--- src/rtl/pipe_ctrl_pkg.sv ---
// pipe_ctrl_pkg
// Shared definitions for the 5-stage pipeline run controller:
//   - state_e           : FSM state encodings (also driven on the state port)
//   - FLUSH_CYC_DEFAULT : default number of cycles to clear/drain the pipe
//   - CNT_W_DEFAULT     : default performance counter width
package pipe_ctrl_pkg;

   typedef enum logic [2:0] {
      ST_INIT   = 3'd0,
      ST_HALTED = 3'd1,
      ST_RUN    = 3'd2,
      ST_DRAIN  = 3'd3,
      ST_STEP   = 3'd4
   } state_e;

   localparam int FLUSH_CYC_DEFAULT = 4;
   localparam int CNT_W_DEFAULT     = 32;

endpackage

--- src/rtl/wrap_counter.sv ---
// wrap_counter
// Free-running up-counter that advances by one on each clock with inc=1
// and wraps modulo 2^WL.
// Ports:
//   CLK   : clock, rising edge
//   RST   : synchronous active-high reset, clears the count
//   inc   : count enable
//   count : current count value (WL bits)
module wrap_counter #(
   parameter int WL = 32
) (
   input  logic          CLK,
   input  logic          RST,
   input  logic          inc,
   output logic [WL-1:0] count
);

   logic [WL-1:0] count_q;
   logic [WL-1:0] count_d;

   always_comb begin
      count_d = count_q;
      if (inc) begin
         count_d = count_q + WL'(1);
      end
   end

   always_ff @(posedge CLK) begin
      if (RST) begin
         count_q <= '0;
      end else begin
         count_q <= count_d;
      end
   end

   assign count = count_q;

endmodule

--- src/rtl/pipe_run_ctrl.sv ---
// pipe_run_ctrl
// Run/halt/single-step controller for a 5-stage pipeline. A Moore FSM
// (INIT, HALTED, RUN, DRAIN, STEP) gates the PC, kills fetches and clears
// the pipe registers; two wrap counters track active cycles and retired
// instructions.
// Ports:
//   CLK, RST      : clock and synchronous active-high reset
//   run_req       : start free-running execution (HALTED only)
//   step_req      : execute one instruction (HALTED only)
//   halt_req      : external halt (RUN only)
//   halt_instr    : halt opcode in decode (RUN only)
//   hz_stall      : hazard stall, PC and ID register must hold
//   wb_valid      : a real instruction writes back this cycle
//   pc_en         : PC register enable
//   fetch_kill    : inject a bubble into the ID pipe register
//   pipe_flush    : clear ID/EX/MEM/WB pipe registers
//   halted, busy  : status flags
//   state         : current FSM state encoding
//   cycle_cnt     : active (RUN/STEP/DRAIN) cycle count
//   retire_cnt    : retired instruction count
module pipe_run_ctrl
   import pipe_ctrl_pkg::*;
#(
   parameter int FLUSH_CYC = FLUSH_CYC_DEFAULT,
   parameter int CNT_W     = CNT_W_DEFAULT
) (
   input  logic             CLK,
   input  logic             RST,
   input  logic             run_req,
   input  logic             step_req,
   input  logic             halt_req,
   input  logic             halt_instr,
   input  logic             hz_stall,
   input  logic             wb_valid,
   output logic             pc_en,
   output logic             fetch_kill,
   output logic             pipe_flush,
   output logic             halted,
   output logic             busy,
   output logic [2:0]       state,
   output logic [CNT_W-1:0] cycle_cnt,
   output logic [CNT_W-1:0] retire_cnt
);

   // Down-counter wide enough to hold FLUSH_CYC-1 (at least one bit).
   localparam int CW = (FLUSH_CYC > 1) ? $clog2(FLUSH_CYC) : 1;
   localparam logic [CW-1:0] FLUSH_LOAD = CW'(FLUSH_CYC - 1);

   state_e        state_q, state_d;
   logic [CW-1:0] cnt_q, cnt_d;

   logic fsm_pc_en, fsm_fetch_kill, fsm_pipe_flush, fsm_halted, fsm_busy;
   logic stop_req;
   logic cycle_inc, retire_inc;

   assign stop_req = halt_req | halt_instr;

   always_comb begin
      state_d        = state_q;
      cnt_d          = cnt_q;
      fsm_pc_en      = 1'b0;
      fsm_fetch_kill = 1'b1;
      fsm_pipe_flush = 1'b0;
      fsm_halted     = 1'b0;
      fsm_busy       = 1'b0;

      case (state_q)
         ST_INIT: begin
            fsm_pipe_flush = 1'b1;
            fsm_busy       = 1'b1;
            if (cnt_q == '0) begin
               state_d = ST_HALTED;
            end else begin
               cnt_d = cnt_q - CW'(1);
            end
         end

         ST_HALTED: begin
            fsm_halted = 1'b1;
            if (run_req) begin
               state_d = ST_RUN;
            end else if (step_req) begin
               state_d = ST_STEP;
            end
         end

         ST_RUN: begin
            // A halt request blocks the PC and bubbles the fetch in the
            // same cycle so nothing past the halt point enters ID.
            fsm_pc_en      = ~hz_stall & ~stop_req;
            fsm_fetch_kill = stop_req;
            if (stop_req) begin
               state_d = ST_DRAIN;
               cnt_d   = FLUSH_LOAD;
            end
         end

         ST_STEP: begin
            // Let exactly one instruction into ID; wait out any stall.
            fsm_busy       = 1'b1;
            fsm_pc_en      = ~hz_stall;
            fsm_fetch_kill = 1'b0;
            if (!hz_stall) begin
               state_d = ST_DRAIN;
               cnt_d   = FLUSH_LOAD;
            end
         end

         ST_DRAIN: begin
            // A stall means the pipe is not advancing, so the drain
            // countdown pauses with it.
            fsm_busy = 1'b1;
            if (!hz_stall) begin
               if (cnt_q == '0) begin
                  state_d = ST_HALTED;
               end else begin
                  cnt_d = cnt_q - CW'(1);
               end
            end
         end

         default: begin
            state_d = ST_INIT;
            cnt_d   = FLUSH_LOAD;
         end
      endcase
   end

   always_ff @(posedge CLK) begin
      if (RST) begin
         state_q <= ST_INIT;
         cnt_q   <= FLUSH_LOAD;
      end else begin
         state_q <= state_d;
         cnt_q   <= cnt_d;
      end
   end

   // While RST is held the outputs already look like INIT, even before the
   // first edge has loaded the state register.
   always_comb begin
      pc_en      = fsm_pc_en;
      fetch_kill = fsm_fetch_kill;
      pipe_flush = fsm_pipe_flush;
      halted     = fsm_halted;
      busy       = fsm_busy;
      state      = state_q;
      if (RST) begin
         pc_en      = 1'b0;
         fetch_kill = 1'b1;
         pipe_flush = 1'b1;
         halted     = 1'b0;
         busy       = 1'b1;
         state      = ST_INIT;
      end
   end

   assign cycle_inc  = (state_q == ST_RUN) || (state_q == ST_STEP) ||
                       (state_q == ST_DRAIN);
   assign retire_inc = wb_valid && (state_q != ST_INIT);

   wrap_counter #(.WL(CNT_W)) u_cycle_cnt (
      .CLK   (CLK),
      .RST   (RST),
      .inc   (cycle_inc),
      .count (cycle_cnt)
   );

   wrap_counter #(.WL(CNT_W)) u_retire_cnt (
      .CLK   (CLK),
      .RST   (RST),
      .inc   (retire_inc),
      .count (retire_cnt)
   );

endmodule

--- config.mk ---
export PLATFORM = sky130hd
export DESIGN_NAME = pipe_run_ctrl
export DESIGN_NICKNAME = d
export VERILOG_FILES = /design/src/rtl/pipe_ctrl_pkg.sv /design/src/rtl/wrap_counter.sv /design/src/rtl/pipe_run_ctrl.sv
export SDC_FILE = /design/constraint.sdc
export NUM_CORES = 1
export LEC_CHECK = 0
export ABC_CLOCK_PERIOD_IN_PS = 2000
export CAP_MARGIN = 20
export CELL_PAD_IN_SITES_DETAIL_PLACEMENT = 1
export CELL_PAD_IN_SITES_GLOBAL_PLACEMENT = 1
export CORE_UTILIZATION = 37
export DETAILED_ROUTE_END_ITERATION = 12
export GPL_ROUTABILITY_DRIVEN = 0
export GPL_TIMING_DRIVEN = 0
export PLACE_DENSITY_LB_ADDON = 0.25
export SLEW_MARGIN = 20
export SYNTH_ARGS = -nofsm -noshare
export SYNTH_HDL_FRONTEND = slang
export SYNTH_SLANG_ARGS = --single-unit
--- constraint.sdc ---
create_clock -name CLK -period 2 [get_ports CLK]
set_input_delay 0.4 -clock CLK [delete_from_list [all_inputs] [get_ports CLK]]
set_output_delay 0.4 -clock CLK [all_outputs]
set_load 0.02 [all_outputs]
Yosys cells after proc, flatten, opt, wreduce, memory -nomap -nowiden --
Cells that the tools add are included.
Word-level totals: register bits 69, output and inout port bits 72, word-level logic and storage cells 52
Operators by class: add/subtract/negate cells 3, eq/ne operators 8, muxes and demuxes 23, bitwise gates (word level) 5, reduce and logical (&&, ||, !) cells 9
Operators by type and width (count):
- 32-bit by 1-bit adder with 32-bit output (second input constant) | 2
- 3-bit two-way mux | 7
- 3-bit case mux with 5 select lines | 1
- 2-bit case mux with 5 select lines | 1
- 1-bit two-way mux | 8
- 2-bit two-way mux | 4
- 4-bit AND reduction | 2
- 3-bit by 2-bit == test with 1-bit output (second input constant) | 2
- 2-bit inequality test (second input constant) | 3
- 1-bit case mux with 2 select lines | 2
- 3-bit by 1-bit == test with 1-bit output (second input constant) | 1
- 3-bit == test (second input constant) | 1
- 3-bit zero test | 1
- 3-bit inequality test (second input constant) | 1
- 1-bit inverter | 3
- 3-bit nonzero test | 1
- 3-bit OR reduction | 1
- 2-bit zero test | 1
- 1-bit logical OR | 2
- 2-bit by 1-bit subtractor with 2-bit output (second input constant) | 1
- 1-bit bitwise AND | 1
- 1-bit logical AND | 1
- 1-bit OR | 1

Depth between registers and ports, before layout --
Gate-level depths: netlist of the first run.
word-level depth 5, mapped depth 7, gate-level depth less buffers 7

Modules after synthesis --
A second synthesis of the first run with hierarchy kept.
Unflattened totals: cell total of the unflattened synthesis 419, area total of the unflattened synthesis 3589.7 µm²
By module, submodules not included:
- wrap_counter | instances 2, cells each 181, area each 1564.0 µm², sequential area each 640.6 µm²
- pipe_run_ctrl | instances 1, cells each 57, area each 461.7 µm², sequential area each 100.1 µm²

Worst setup path after synthesis of the first run --
Ideal clock, no wire load.
kind register -> output, start point reg state_q[2], end point out pc_en, arrival 2.246 ns, required time 1.600 ns, setup slack -0.646 ns, stages on the path, launching flop included 5, buffers on the path 1, path through dfxtp_1 > clkbuf_1 > nand2b_1 > a211o_1 > a2111oi_0
On the way: word-level cells in the longest chain between the ends 3
Ends and longest elaborated chain:
- start, declared | line pipe_run_ctrl.sv:49 | state_e state_q, state_d;
- start signal, assigned | line pipe_run_ctrl.sv:134 | state_q <= state_d;
- 3-bit == test or 3-bit by 2-bit == test with 1-bit output (tied branches) | line pipe_run_ctrl.sv:67 | case (state_q)
- 1-bit case mux with 2 select lines * | line pipe_run_ctrl.sv:67
- 1-bit two-way mux * | line pipe_run_ctrl.sv:148 | if (RST) begin
- end, declared | line pipe_run_ctrl.sv:35 | output logic pc_en,
Every way passes the cells marked *; elsewhere a longest branch is shown, timed or not.

Worst setup path after layout of the first run --
Ends and elaborated chain as after synthesis.

==> metrics.md, run 1 <==
| Metric | Value |
|---|---|
| Final Hold Fails | 0 |
| WHS Endpoint | u_retire_cnt.count[31] |
| Data required time of the worst path | 1.60 ns |
| Post-DP HPWL | 6.90 mm |
| Clock Skew | 0.0175 ns |
| Die H | 97.5 um |
| Hold_sp | u_retire_cnt.count[31] |
| Crit path cell chain | buf_12 > nor2b_4 > nand2_1 > a211o_1 > a2111oi_4 > buf_4 |
| Worst path slowest cell | dfxtp_4 |
| Logic pwr share | 0.233 |
| Pre-Repair DR Iteration Count | 4 |
| Worst r2r src | state_q[0] |
| Number of global-route vias before repair | 3363 |
| Overall routed net length | 10.6 mm |
| I/O Pins | 80 |
| Post-synthesis sequential area ratio | 0.410 |
| Power share of the clock group | 0.357 |
| CP Launch Type | flop |
| Syn_area_per_cell | 8.52 um2 |
| Root Buffer | clkbuf_8 |
| Clk buf depth | 2 |
| Mapped cell area | 3370 um2 |
| Placed insts | 583 |
| Internal power | 2.51 mW |
| Failing checks | setup timing |
| Status | finished with violations |
| Core area | 8760 um2 |
| Final Cycle Share | 1.06 |
| Post-Layout Cell Count | 619 |
| Max-slew violations | 0 |
| Nets | 517 |
| Worst setup margin | -0.113 ns |
| Reg2reg end | u_retire_cnt.count[5] |
| Htree depth | 3 |
| Part of the power in registers | 0.411 |
| Post-synth top area share | 0.410 |
| Pwr Total | 3.64 mW |
| Peak supply drop | 0.376 mV |
| Endpoints failing setup | 3 |
| Area added between synthesis and finish | 44.4% |
| Setup CP Type | flop to output port |
| Largest net degree at the start of global routing | 14 |
| Hold Path Class | flop to flop |
| Synth Register Bits | 69 |
| Crit Path Max Fanout | 4 |
| Post-route DRC | 0 |
| Wire length of the first global-routing pass | 17.0 mm |
| Critical path data arrival time | 1.71 ns |
| Max-cap viol count | 0 |
| DRT iter0 DRCs | 122 |
| Final ANT Viol Nets | 0 |
| GRT Overall Usage | 0.219 |
| Initial antenna violation count | 0 |
| Worst hold path depth | 2 |
| Initial core utilization | 0.385 |
| Vias per cell | 5.41 |
| Worst-skew pair later-pin latency | 0.35 ns |
| Tmin final | 2.11 ns |
| Post-synth EDFFs | 0 |
| Share of post-route cells with drive strength above 1 | 0.190 |
| CTS Sinks | 69 |
| I/O Buffers | 79 |
| Sw Ratio | 0.309 |
| Max Clk Rate | 473 MHz |
| Worst Setup SP | state_q[2] |
| DIE AREA | 9500 um2 |
| Top_reg_cell synth | dfxtp_1 |
| Max incr delay on CP | 0.37 ns |
| CTS tree | yes |
| Clk slew on worst S/H paths | 0.07 ns |
| RSZ-0062 raised after global routing | yes |
| Synth Warn # | 0 |
| PwrDens | 748 nW/um2 |
| Hold-fix buffers, CTS | 0 |
| Critical Path End Type | output port |
| Vias | 3346 |
| Worst-Margin Slew | 0.712 ns |
| Die W | 97.5 um |
| Inserted Diodes | 0 |
| Wire per inst | 17.2 um |
| Worst rel slew slack | 0.521 |
| Num CTS Buffers | 9 |
| Site Rows | 34 |
| R2R setup slack | -0.03 ns |
| Area contributors post-synth | dfxtp_1 (41%), xnor2_1 (8.3%), nor2_1 (6.8%) |
| Fraction of registers with async set/reset | 0 |
| Mapped Nets | 407 |
| Reg2reg path depth | 7 |
| Total gr overflow | 0 |
| Pre-CTS setup slack | -0.830 ns |
| Mapped Cells | 396 |
| LEAKAGE | 1.70 nW |
| Synth unique cells | 46 |
| Synth area leader | dfxtp_1 |
| Psw | 1.13 mW |
## per-layer routing
metal | up-vias | global-route usage | wire length, um
met3 | 25 | 0.0288 | 272
li1 | 1609 | - | -
met4 | 0 | 0.0860 | 250
met1 | 1635 | 0.273 | 4630
met2 | 77 | 0.382 | 5490
met5 | - | 0 | 0
## synthesized netlist by cell type, types with 4 or more instances
cell,number
a21oi_1,18
and3_1,7
and4_1,6
clkbuf_1,12
dfxtp_1,69
inv_1,18
nand2_1,23
nand3_1,18
nand4_1,13
nor2_1,61
nor3_1,16
nor4_1,4
nor4_2,8
o21ai_0,20
or3_1,12
xnor2_1,32
xor2_1,18
## cell families after synthesis
| family | synth area share |
|---|---|
| XOR/XNOR | 0.130 |
| adder cells (fa/ha/maj) | 0.0111 |
| buffers and inverters | 0.0419 |
| flip-flops | 0.410 |
| AND/OR/NAND/NOR | 0.316 |
| AO/OA/AOI/OAI | 0.0917 |
## layout by cell type (no fill, tap or decap), types with 3 or more instances in the layout
| cell | count |
|---|---|
| nand3_1 | 17 |
| inv_1 | 18 |
| clkdlybuf4s50_1 | 68 |
| o211ai_1 | 3 |
| a21oi_1 | 18 |
| and4_1 | 6 |
| xnor2_1 | 32 |
| nand2_1 | 23 |
| nor4_4 | 5 |
| nor3_1 | 10 |
| or3_1 | 12 |
| nor4_2 | 5 |
| dlygate4sd2_1 | 4 |
| xor2_1 | 18 |
| clkbuf_8 | 10 |
| ha_1 | 3 |
| buf_2 | 4 |
| nor4_1 | 4 |
| nand4_1 | 13 |
| clkbuf_1 | 5 |
| dfxtp_2 | 11 |
| nor2_1 | 59 |
| clkbuf_4 | 3 |
| o21ai_0 | 20 |
| and3_1 | 7 |
| dfxtp_1 | 56 |
| buf_4 | 21 |
| nor3_2 | 5 |
## worst max path at each step
stage	end	slack, ns	cells after the start
floorplan	u_cycle_cnt.count[25]	0.05	6
global placement	state[2]	-0.81	5
detailed placement	state[2]	-0.83	5
CTS	pc_en	-0.28	6
global route	pc_en	-0.15	6
finish	pc_en	-0.11	6
## registers in the layout, indices dropped and copies added (netlist names)
| signal | cells |
|---|---|
| u_retire_cnt.count | 32 |
| cnt_q | 2 |
| u_cycle_cnt.count | 32 |
| state_q | 3 |
## power groups by stage
| stage | clock [mW] | sequential (mW) | combinational (mW) |
|---|---|---|---|
| after floorplan | 0 | 1.53 | 0.434 |
| after global placement | 0 | 1.51 | 0.656 |
| after detailed placement | 0 | 1.51 | 0.680 |
| after CTS | 1.31 | 1.49 | 0.721 |
| after global routing | 1.38 | 1.50 | 0.921 |
| final | 1.30 | 1.49 | 0.847 |
## metrics by stage
step / hold WS, ns / util / setup TNS, ns / instance area, um2
floorplan: 0.491 / - / 0 / 3390
global placement: 0.468 / 0.493 / -12.82 / 4320
detailed placement: 0.488 / 0.493 / -15.60 / 4320
CTS: 0.499 / 0.529 / -0.279 / 4630
global route: 0.518 / 0.556 / -0.861 / 4870
finish: 0.491 / 0.556 / -0.151 / 4870
## final cells by class
type	instances	area [um2]
Sequential cell	69	1400
Buffer	16	125
Multi-Input combinational cell	293	1990
Clock inverter	7	98.8
Timing Repair Buffer	99	931
Tap cell	108	135
Inverter	18	67.6
Fill cell	1042	3890
Clock buffer	9	124
## critical path: cells and delay by family, from the launching register on
family                 cells  cell delay (ns)
AOI/OAI and AO/OA          2             0.51
buffers and inverters      2             0.32
DFF                        1             0.37
and+or+nand+nor            2             0.18
## timing repair
action / in CTS / in global routing
gates resized for setup: 50 / 35
pin swaps: 5 / 7
setup buffers: 4 / 16
setup endpoints to repair: 39 / 41
Power figures use the tool's default switching activity.
==> inputs of run 2 (changes only) <==
--- a/config.mk
+++ b/config.mk
@@ -5,15 +5,16 @@
 export SDC_FILE = /design/constraint.sdc
 export NUM_CORES = 1
 export LEC_CHECK = 0
-export ABC_CLOCK_PERIOD_IN_PS = 2000
+export ABC_CLOCK_PERIOD_IN_PS = 2700
 export CAP_MARGIN = 20
 export CELL_PAD_IN_SITES_DETAIL_PLACEMENT = 1
 export CELL_PAD_IN_SITES_GLOBAL_PLACEMENT = 1
-export CORE_UTILIZATION = 37
+export CORE_UTILIZATION = 40
 export DETAILED_ROUTE_END_ITERATION = 12
 export GPL_ROUTABILITY_DRIVEN = 0
 export GPL_TIMING_DRIVEN = 0
 export PLACE_DENSITY_LB_ADDON = 0.25
+export SETUP_SLACK_MARGIN = 0.15
 export SLEW_MARGIN = 20
 export SYNTH_ARGS = -nofsm -noshare
 export SYNTH_HDL_FRONTEND = slang
==> constraint.sdc (replaced) <==
create_clock -name CLK -period 2.7 [get_ports CLK]
set_input_delay 0.54 -clock CLK [delete_from_list [all_inputs] [get_ports CLK]]
set_output_delay 0.54 -clock CLK [all_outputs]
set_load 0.02 [all_outputs]
==> metrics.md, run 2 (same netlist as run 1, synthesis figures left out) <==
| Metric | Value |
|---|---|
| Wire per inst | 16.2 um (was 17.2 um) |
| Fin Hold WS | 0.500 ns (was 0.491 ns) |
| Pre-CTS setup slack | -0.406 ns (was -0.830 ns) |
| Worst-Margin Slew | 0.870 ns (was 0.712 ns) |
| Share of post-route cells with drive strength above 1 | 0.106 (was 0.190) |
| Commonest non-fill, non-tap cells in the layout | clkdlybuf4s50_1 (71), dfxtp_1 (68), nor2_1 (60) (was clkdlybuf4s50_1 (68), nor2_1 (59), dfxtp_1 (56)) |
| Reg2reg end | u_cycle_cnt.count[4] (was u_retire_cnt.count[5]) |
| RSZ-0062 raised after global routing | no (was yes) |
| Die W | 93.8 um (was 97.5 um) |
| Max-cap viol count | 0 (unchanged) |
| Vias | 3241 (was 3346) |
| Endpoints failing setup | 0 (was 3) |
| Max Clk Rate | 395 MHz |
| CP Launch Type | primary input (was flop) |
| Nets | 499 (was 517) |
| Clk slew on worst S/H paths | 0.08 ns (was 0.07 ns) |
| Initial antenna violation count | 0 (unchanged) |
| Root Buffer | clkbuf_8 (unchanged) |
| Placed inst area | 4300 um2 (was 4320 um2) |
| Setup_tns | 0 ns (was -0.151 ns) |
| Inserted Diodes | 0 (unchanged) |
| GRT Overall Usage | 0.231 (was 0.219) |
| Area added between synthesis and finish | 35.1% (was 44.4%) |
| Final Cycle Share | 0.938 |
| Peak supply drop | 0.323 mV (was 0.376 mV) |
| Clk buf depth | 2 (unchanged) |
| Status | completed (was finished with violations) |
| Final ANT Viol Nets | 0 (unchanged) |
| Data required time of the worst path | 2.16 ns (was 1.60 ns) |
| Commonest non-fill, non-tap cell in the layout | clkdlybuf4s50_1 (unchanged) |
| Cell area after layout | 4550 um2 (was 4870 um2) |
| FF/Latch Area | 1380 um2 (was 1400 um2) |
| Worst-skew pair later-pin latency | 0.34 ns (was 0.35 ns) |
| Htree depth | 3 (unchanged) |
| Worst rel slew slack | 0.417 (was 0.521) |
| DIE AREA | 8800 um2 (was 9500 um2) |
| Die H | 93.8 um (was 97.5 um) |
| Setup CP Type | primary input to output port (was flop to output port) |
| I/O Buffers | 79 (unchanged) |
| Largest net degree at the start of global routing | 13 (was 14) |
| Tmin final | 2.53 ns |
| I/O Pins | 80 (unchanged) |
| Core area | 8180 um2 (was 8760 um2) |
| Final Hold Fails | 0 (unchanged) |
| Pre-Repair DR Iteration Count | 4 (unchanged) |
| LEAKAGE | 1.49 nW (was 1.70 nW) |
| Placed insts | 580 (was 583) |
| Initial core utilization | 0.412 (was 0.385) |
| Vias per cell | 5.43 (was 5.41) |
| Critical path data arrival time | 1.99 ns (was 1.71 ns) |
| Clock Skew | 0.00977 ns (was 0.0175 ns) |
| Num CTS Buffers | 9 (unchanged) |
| Wire length of the first global-routing pass | 16.1 mm (was 17.0 mm) |
| DRT iter0 DRCs | 104 (was 122) |
| Hold Path Class | flop to flop (unchanged) |
| Fill count | 959 (was 1042) |
| Number of global-route vias before repair | 3393 (was 3363) |
| Critical Path End Type | output port (unchanged) |
| Crit Path Max Fanout | 2 (was 4) |
| Post-route DRC | 0 (unchanged) |
| Site Rows | 33 (was 34) |
| Multi-input logic area | 1880 um2 (was 1990 um2) |
| R2R setup slack | 0.34 ns (was -0.03 ns) |
| Hold-fix buffers, CTS | 0 (unchanged) |
| Reg2reg path depth | 7 (unchanged) |
| CTS tree | yes (unchanged) |
| Overall routed net length | 9.69 mm (was 10.6 mm) |
| Hold_sp | u_retire_cnt.count[1] (was u_retire_cnt.count[31]) |
| Worst hold path depth | 2 (unchanged) |
| Worst r2r src | state_q[1] (was state_q[0]) |
| Post-DP HPWL | 6.91 mm (was 6.90 mm) |
| Max-slew violations | 0 (unchanged) |
| Worst setup margin | 0.167 ns (was -0.113 ns) |
| CTS Sinks | 69 (unchanged) |
| Post-Layout Cell Count | 597 (was 619) |
| PwrDens | 559 nW/um2 (was 748 nW/um2) |
| WHS Endpoint | u_retire_cnt.count[1] (was u_retire_cnt.count[31]) |
| Total gr overflow | 0 (unchanged) |
==> run 2: changes by cell type in the layout (fill, tap and decap cells not counted), moves of 3 or more <==
cell,before,now
dfxtp_1,56,68
dfxtp_2,11,1
nor3_2,5,2
nor4_2,5,8
nor3_1,10,15
clkdlybuf4s50_1,68,71
dlygate4sd2_1,4,7
buf_4,21,5
nor4_4,5,2
==> run 2: repair_timing <==
action                     CTS  global route
setup endpoints to repair    8             3
resized for setup           21             7
buffers inserted             0             2
cloned                       0             0
pin swaps                    0             3
==> run 2: per-layer routing <==
layer / global-route usage / up-vias / wire length, um / share of wire
met3: 0.0372 / 11 / 276 / 0.028
li1: - / 1565 / - / -
met5: 0 / - / 0 / 0
met1: 0.281 / 1604 / 4340 / 0.45
met2: 0.408 / 61 / 4940 / 0.51
met4: 0.0833 / 0 / 129 / 0.013
==> run 2: final cells by class <==
cell class,instances,share of cell area
repair buffers,81,0.174
inverters,18,0.0148
well taps,105,0.0288
plain buffers,16,0.0192
multi-input cells,293,0.412
flip-flops and latches,69,0.304
clock buffers,9,0.0272
clock inverters,6,0.0195
==> run 2: through the flow <==
stage / power, mW / utilization
floorplan: 1.45 / -
global placement: 1.60 / 0.526
detailed placement: 1.63 / 0.526
CTS: 2.54 / 0.553
global route: 2.65 / 0.557
finish: 2.54 / 0.557
==> run 2: power breakdown <==
group	internal, mW	total [mW]	leakage (nW)	switching [mW]
sequential	1.06	1.10	0.557	0.0382
combinational	0.197	0.517	0.834	0.320
clock	0.515	0.929	0.101	0.414
total	1.77	2.54	1.49	0.773
==> run 2: worst max-delay path by stage <==
stage	slack [ns]	end	from	depth (start not counted)
after CTS	0.05	pc_en	halt_instr	6
after global placement	-0.42	pc_en	halt_instr	6
after floorplan	0.40	pc_en	state_q[2]	4
after global routing	0.13	fetch_kill	halt_req	6
after detailed placement	-0.41	state[2]	RST	5
final	0.17	fetch_kill	halt_req	6
==> run 2: worst max-delay path, cell delays in order <==
cell	delay [ns]
clkdlybuf4s50_1	0.43
nor2_2	0.17
nand2_1	0.08
a211o_1	0.31
buf_4	0.15
dlygate4sd2_1	0.31
